$ cat config.mk
export PLATFORM = sky130hd
export DESIGN_NAME = ddr_cmd_sched
export DESIGN_NICKNAME = d
export VERILOG_FILES = /design/src/rtl/ddr_cmd_sched.sv
export SDC_FILE = /design/constraint.sdc
export NUM_CORES = 1
export LEC_CHECK = 0
export BUFFER_PORTS_ARGS = -buffer_cell sky130_fd_sc_hd__clkbuf_2
export CAP_MARGIN = 40
export CORE_UTILIZATION = 40
export DETAILED_ROUTE_END_ITERATION = 16
export GPL_ROUTABILITY_DRIVEN = 0
export GPL_TIMING_DRIVEN = 0
export PLACE_DENSITY = 0.68
export SLEW_MARGIN = 15
export SYNTH_ARGS = -nofsm -noshare
export SYNTH_HDL_FRONTEND = slang
export SYNTH_SLANG_ARGS = --single-unit
$ cat constraint.sdc
create_clock -name sysclk -period 9.81 [get_ports sysclk]
set_input_delay 1.4715 -clock sysclk [delete_from_list [all_inputs] [get_ports sysclk]]
set_output_delay 1.4715 -clock sysclk [all_outputs]
set_load 0.01 [all_outputs]
$ cat src/rtl/ddr_cmd_sched.sv
// rtl/ddr_cmd_sched.sv - DDR3 command scheduler: rd/wr arbitration, open-row tracking,
// PRE/ACT insertion with tRP/tRCD spacing, periodic PREA+REF refresh.
module ddr_cmd_sched #(
  parameter int BA_W   = 3,
  parameter int ROW_W  = 16,
  parameter int COL_W  = 10,
  parameter int T_RP   = 6,
  parameter int T_RCD  = 6,
  parameter int T_RFC  = 110,
  parameter int T_REFI = 3120
) (
  input  logic             sysclk,
  input  logic             sysrst,
  input  logic             init_done,
  input  logic             rd_valid,
  output logic             rd_ready,
  input  logic [BA_W-1:0]  rd_ba,
  input  logic [ROW_W-1:0] rd_row,
  input  logic [COL_W-1:0] rd_col,
  input  logic             wr_valid,
  output logic             wr_ready,
  input  logic [BA_W-1:0]  wr_ba,
  input  logic [ROW_W-1:0] wr_row,
  input  logic [COL_W-1:0] wr_col,
  output logic             cmd_valid,
  input  logic             cmd_ready,
  output logic [2:0]       cmd_op,
  output logic [BA_W-1:0]  cmd_ba,
  output logic [ROW_W-1:0] cmd_addr,
  output logic [3:0]       ref_owed
);

  localparam int NB   = 1 << BA_W;
  localparam int TMAX = (T_RFC > T_RP) ? ((T_RFC > T_RCD) ? T_RFC : T_RCD)
                                       : ((T_RP > T_RCD) ? T_RP : T_RCD);
  localparam int TW   = $clog2(TMAX + 1);
  localparam int RFW  = $clog2(T_REFI);

  localparam logic [2:0] OP_NOP = 3'd0, OP_ACT = 3'd1, OP_RD = 3'd2, OP_WR = 3'd3,
                         OP_PRE = 3'd4, OP_PREA = 3'd5, OP_REF = 3'd6;
  localparam logic [ROW_W-1:0] A10 = ROW_W'(1) << 10;

  typedef enum logic [3:0] {
    S_IDLE, S_ARB, S_PRE, S_TRP, S_ACT, S_TRCD, S_RW, S_PREA, S_TRPA, S_REF, S_TRFC
  } state_t;

  state_t           state_q, state_d;
  logic [TW-1:0]    tmr_q, tmr_d;
  logic             ptr_q, ptr_d;
  logic             g_wr_q, g_wr_d;
  logic [BA_W-1:0]  g_ba_q, g_ba_d;
  logic [ROW_W-1:0] g_row_q, g_row_d;
  logic [COL_W-1:0] g_col_q, g_col_d;
  logic [NB-1:0]    open_q, open_d;
  logic [ROW_W-1:0] row_q [NB];
  logic [ROW_W-1:0] row_d [NB];
  logic [RFW-1:0]   ref_cnt_q, ref_cnt_d;
  logic [3:0]       ref_owed_q, ref_owed_d;
  logic             cmd_valid_q, cmd_valid_d;
  logic [2:0]       cmd_op_q, cmd_op_d;
  logic [BA_W-1:0]  cmd_ba_q, cmd_ba_d;
  logic [ROW_W-1:0] cmd_addr_q, cmd_addr_d;
  logic             hs, tick, ref_hs, pick_wr;

  assign hs     = cmd_valid_q && cmd_ready;
  assign ref_hs = (state_q == S_REF) && hs;
  assign tick   = init_done && (ref_cnt_q == RFW'(T_REFI - 1));

  always_ff @(posedge sysclk or posedge sysrst) begin
    if (sysrst) begin
      state_q     <= S_IDLE;
      tmr_q       <= '0;
      ptr_q       <= 1'b0;
      g_wr_q      <= 1'b0;
      g_ba_q      <= '0;
      g_row_q     <= '0;
      g_col_q     <= '0;
      open_q      <= '0;
      for (int i = 0; i < NB; i++) row_q[i] <= '0;
      ref_cnt_q   <= '0;
      ref_owed_q  <= '0;
      cmd_valid_q <= 1'b0;
      cmd_op_q    <= OP_NOP;
      cmd_ba_q    <= '0;
      cmd_addr_q  <= '0;
    end else begin
      state_q     <= state_d;
      tmr_q       <= tmr_d;
      ptr_q       <= ptr_d;
      g_wr_q      <= g_wr_d;
      g_ba_q      <= g_ba_d;
      g_row_q     <= g_row_d;
      g_col_q     <= g_col_d;
      open_q      <= open_d;
      for (int i = 0; i < NB; i++) row_q[i] <= row_d[i];
      ref_cnt_q   <= ref_cnt_d;
      ref_owed_q  <= ref_owed_d;
      cmd_valid_q <= cmd_valid_d;
      cmd_op_q    <= cmd_op_d;
      cmd_ba_q    <= cmd_ba_d;
      cmd_addr_q  <= cmd_addr_d;
    end
  end

  always_comb begin
    ref_cnt_d  = init_done ? (tick ? '0 : ref_cnt_q + RFW'(1)) : ref_cnt_q;
    ref_owed_d = ref_owed_q;
    if (tick && !ref_hs && ref_owed_q != 4'd8) ref_owed_d = ref_owed_q + 4'd1;
    else if (ref_hs && !tick)                  ref_owed_d = ref_owed_q - 4'd1;
  end

  // Wait timers load T-2 so the following command's cmd_valid lands exactly T after the handshake.
  always_comb begin
    state_d = state_q;
    tmr_d   = tmr_q;
    ptr_d   = ptr_q;
    g_wr_d  = g_wr_q;
    g_ba_d  = g_ba_q;
    g_row_d = g_row_q;
    g_col_d = g_col_q;
    open_d  = open_q;
    row_d   = row_q;
    pick_wr = 1'b0;
    case (state_q)
      S_IDLE: if (init_done) state_d = S_ARB;
      S_ARB: begin
        if (!init_done) begin
          state_d = S_IDLE;
        end else if (ref_owed_q != 4'd0) begin
          state_d = (|open_q) ? S_PREA : S_REF;
        end else if (rd_valid || wr_valid) begin
          pick_wr = wr_valid && (!rd_valid || ptr_q);
          if (rd_valid && wr_valid) ptr_d = !ptr_q;
          g_wr_d  = pick_wr;
          g_ba_d  = pick_wr ? wr_ba  : rd_ba;
          g_row_d = pick_wr ? wr_row : rd_row;
          g_col_d = pick_wr ? wr_col : rd_col;
          if (!open_q[g_ba_d])                state_d = S_ACT;
          else if (row_q[g_ba_d] == g_row_d)  state_d = S_RW;
          else                                state_d = S_PRE;
        end
      end
      S_PRE: if (hs) begin
        open_d[g_ba_q] = 1'b0;
        tmr_d   = TW'(T_RP - 2);
        state_d = S_TRP;
      end
      S_TRP: if (tmr_q == '0) state_d = S_ACT; else tmr_d = tmr_q - TW'(1);
      S_ACT: if (hs) begin
        open_d[g_ba_q] = 1'b1;
        row_d[g_ba_q]  = g_row_q;
        tmr_d   = TW'(T_RCD - 2);
        state_d = S_TRCD;
      end
      S_TRCD: if (tmr_q == '0) state_d = S_RW; else tmr_d = tmr_q - TW'(1);
      S_RW:   if (hs) state_d = S_ARB;
      S_PREA: if (hs) begin
        open_d  = '0;
        tmr_d   = TW'(T_RP - 2);
        state_d = S_TRPA;
      end
      S_TRPA: if (tmr_q == '0) state_d = S_REF; else tmr_d = tmr_q - TW'(1);
      S_REF: if (hs) begin
        tmr_d   = TW'(T_RFC - 2);
        state_d = S_TRFC;
      end
      S_TRFC: if (tmr_q == '0) state_d = S_ARB; else tmr_d = tmr_q - TW'(1);
      default: state_d = S_IDLE;
    endcase
  end

  always_comb begin
    cmd_valid_d = cmd_valid_q;
    cmd_op_d    = cmd_op_q;
    cmd_ba_d    = cmd_ba_q;
    cmd_addr_d  = cmd_addr_q;
    if (hs) begin
      cmd_valid_d = 1'b0;
      cmd_op_d    = OP_NOP;
      cmd_ba_d    = '0;
      cmd_addr_d  = '0;
    end
    if (state_d != state_q) begin
      case (state_d)
        S_PRE:  begin cmd_valid_d = 1'b1; cmd_op_d = OP_PRE;  cmd_ba_d = g_ba_d; cmd_addr_d = '0; end
        S_ACT:  begin cmd_valid_d = 1'b1; cmd_op_d = OP_ACT;  cmd_ba_d = g_ba_d; cmd_addr_d = g_row_d; end
        S_RW:   begin
          cmd_valid_d = 1'b1;
          cmd_op_d    = g_wr_d ? OP_WR : OP_RD;
          cmd_ba_d    = g_ba_d;
          cmd_addr_d  = ROW_W'(g_col_d);
        end
        S_PREA: begin cmd_valid_d = 1'b1; cmd_op_d = OP_PREA; cmd_ba_d = '0; cmd_addr_d = A10; end
        S_REF:  begin cmd_valid_d = 1'b1; cmd_op_d = OP_REF;  cmd_ba_d = '0; cmd_addr_d = '0; end
        default: ;
      endcase
    end
    rd_ready = (state_q == S_RW) && hs && !g_wr_q;
    wr_ready = (state_q == S_RW) && hs && g_wr_q;
  end

  assign cmd_valid = cmd_valid_q;
  assign cmd_op    = cmd_op_q;
  assign cmd_ba    = cmd_ba_q;
  assign cmd_addr  = cmd_addr_q;
  assign ref_owed  = ref_owed_q;

endmodule
==> flow_summary_export.csv <==
group,metric,value,unit
outcome,status,"finished clean",
sta,finalClockSkew,0.01849,ns
floorplan,core,0.02987,mm2
finish,instances_no_fill,1563,
sta,slew_violations,0,
global_routing,grt.total_usage,22.79,%
pwr,power.total,3.732,mW
critical_path,endpoint_kind,"flop",
clock_network,clock-root-buffer,"clkbuf_16",
global_routing,grt_max_degree,114,
detailed_routing,drtPass1Iterations,6,
hold_path,min_path_cells,1,
detailed_routing,drtAntennaViolNets,0,
finish,fin_nets,1228,
synthesis,synthTopCellsByArea,"dfrtp_1, mux2_2, mux4_2",
detailed_routing,avgViaCountPerCell,5.931,
critical_path,critPathRequiredTime,10.24,ns
synthesis,netlist-cell-type-count,81,
synthesis,syn-num-nets,1104,
place,pre_cts_ws,4.957,ns
critical_path,reg2reg_to,"cmd_addr[1]",
sta,hold_violations,0,
synthesis,avgSynthCellArea,11.81,um2
synthesis,async_flop_share,100.0,%
floorplan,chipHeight,176.7,um
finish,antenna_cells,0,
sta,post-route-period-util,45.13,%
synthesis,synth_edf_count,0,
sta,finalSetupViolCount,0,
finish,drive_above_1_share,31.46,%
clock_network,cts.clk_slew.worst_paths,0.06,ns
finish,syn_to_final_growth,15.14,%
clock_network,clock_latency,0.53,ns
critical_path,cp-start-kind,"input port",
global_routing,grt_pass1_wl,54250,um
synthesis,ys_ff_latch,217,
floorplan,start_util,40.88,%
pwr,ir_drop,0.1449,mV
synthesis,syn_inst,1034,
floorplan,io_pins,93,
clock_network,cts_max_path_buffers,3,
synthesis,syn_area,0.01221,mm2
synthesis,ys.flop_type,"dfrtp_1",
sta,worst_slew_pin_slew,0.9056,ns
critical_path,critical_path_class,"input port to flop",
run,cap_violations,0,
detailed_routing,drc,0,
finish,fin_area,0.01406,mm2
critical_path,worst_ep_arrival_time,4.86,ns
sta,fmax,225.9,MHz
clock_network,hold_buffers,0,
synthesis,netlist.area_leader.share,44.46,%
detailed_routing,vias,9270,
clock_network,htree_levels,1,
clock_network,postCtsSetupRepairBufs,0,
clock_network,clock_sinks,217,
global_routing,grt.overflow.total,0,
sta,fin_setup_tns,0,ns
global_routing,antenna_found_initial,0,
sta,period_minus_slack,4.428,ns
finish,post-route-util,47.07,%
critical_path,startpoint,"rd_ba[1]",
floorplan,fp.dieW,176.7,um
critical_path,ff2ff_path_depth,11,
floorplan,num_rows,63,
critical_path,ff2ff_setup_slack,6.12,ns
clock_network,cts_buffers,24,
detailed_routing,first_iter_violations,847,
critical_path,critPathMaxFanout,10,
synthesis,yosys.area.top_type,"dfrtp_1",
place,numPlacedInstances,1519,
synthesis,yosysSeqAreaShare,44.46,%
synthesis,yosysWarningCount,0,
detailed_routing,wirelength,35110,um
place,placed_cell_area,0.01323,mm2
floorplan,dieArea,0.03124,mm2
critical_path,endpoint,"cmd_addr[1]",
critical_path,reg2reg_from,"ptr_q",
place,port_buffers,86,
hold_path,hold_path_startpoint,"ref_cnt_q[7]",
hold_path,worstHoldPathType,"flop to flop",
pwr,power.density,265.4,mW/mm2
clock_network,tritoncts,"done",
pwr,p_leak,6.598,nW
clock_network,cts-resized-gates,0,
sta,relSlewSlack,39.63,%
sta,fin_ws,5.382,ns
place,hpwl,24740,um
sta,rsz0062_at_grt,"no",
sta,whs,0.4831,ns
detailed_routing,routedWlPerCell,22.46,um
global_routing,first_global_vias,9285,
-- cells in the mapped netlist, drive strengths merged, types with 3 or more instances --
cell type	count
o211ai	22
xor2	22
buf	29
a21boi	6
o32ai	10
or4	3
a32o	5
o21ai	47
nand2	80
nor3b	4
nand3	28
and3b	3
or3	5
and3	13
dfrtp	217
nand2b	10
nand4	4
nor2	35
a21o	3
xnor2	35
nor4	12
a21oi	29
and2	4
a2111oi	5
a31oi	16
mux2i	51
o21bai	3
nor3	20
mux2	140
or2	3
o31ai	3
nor2b	4
nand3b	4
mux4	46
o21a	15
ha	5
inv	28
a211oi	17
clkbuf	30
-- layer usage --
| layer | vias up | wire (um) | track usage (%) | share of wire (%) |
|---|---|---|---|---|
| met1 | 4712 | 15370 | 31.59 | 44 |
| li1 | 4133 | - | - | - |
| met3 | 72 | 2420 | 3.973 | 6.9 |
| met4 | 0 | 1038 | 7.292 | 3.0 |
| met2 | 353 | 16280 | 36.13 | 46 |
| met5 | - | 0 | 0.6410 | 0 |
-- worst max-delay path, stage by stage --
cell and delay (ns):
buf_2 0.23, buf_2 0.38, buf_1 0.59, mux4_2 0.42, xnor2_1 0.23, a31oi_1 0.15
nor3_1 0.22, a21oi_1 0.08, a311o_1 0.43, o31a_1 0.32, buf_6 0.16, o221ai_2 0.16
-- where the power goes --
group	internal, mW	leakage, nW	switching, mW
Combinational	0.596	3.28	0.802
Clock	0.548	0.392	0.370
Sequential	1.16	2.92	0.251
-- final cells by class --
cell class | count | area (um2)
buffer | 59 | 309.0
inverter | 28 | 112.6
clock inverter | 4 | 47.55
timing repair buffer | 98 | 555.5
clock buffer | 37 | 750.7
fill | 2724 | 15810
multi-input combinational | 730 | 6369
sequential | 217 | 5430
tap | 390 | 488.0
-- flip-flops by register name (all words and copies together), names as in the netlist, 3 cells and up --
signal,flops
cmd_ba,3
tmr_q,7
g_row_q,16
open_q,8
g_ba_q,3
cmd_addr,16
cmd_op,3
ref_cnt_q,12
state_q,4
g_col_q,10
row_q,128
ref_owed,4
-- kinds of logic (layout without fill, tap and decap cells) --
kind of cell | after synthesis | count (layout) | synth area share (%)
AOI/OAI and AO/OA | 194 | 194 | 11.23
buffers and inverters | 87 | 226 | 3.391
xor gates and xnor gates | 57 | 57 | 4.088
adders and majority gates | 6 | 6 | 0.6762
muxes | 237 | 237 | 26.07
DFF | 217 | 217 | 44.46
and+or+nand+nor | 236 | 236 | 10.08
-- layout by cell type, fill, tap and decap left out, types with 18 or more instances in the layout --
master / Yosys / layout
nand2_1: 79 / 79
nor3_1: 18 / 18
xnor2_1: 35 / 35
nand3_1: 27 / 27
nor2_1: 34 / 34
dfrtp_1: 217 / 217
xor2_1: 22 / 22
clkbuf_1: 30 / 34
mux4_2: 34 / 34
a21oi_1: 29 / 29
buf_2: 16 / 19
clkbuf_2: 0 / 86
o21ai_0: 44 / 44
mux2_2: 138 / 138
inv_1: 26 / 25
clkbuf_16: 0 / 25
mux2i_1: 50 / 50
-- worst min-delay path by stage --
stage                   endpoint  slack (ns)
floorplan           ref_cnt_q[7]        0.45
global placement    ref_cnt_q[7]        0.47
detailed placement  ref_cnt_q[7]        0.48
CTS                 ref_cnt_q[7]        0.49
global route        ref_cnt_q[9]        0.52
finish              ref_cnt_q[7]        0.48
(Power assumes the default switching activity.)
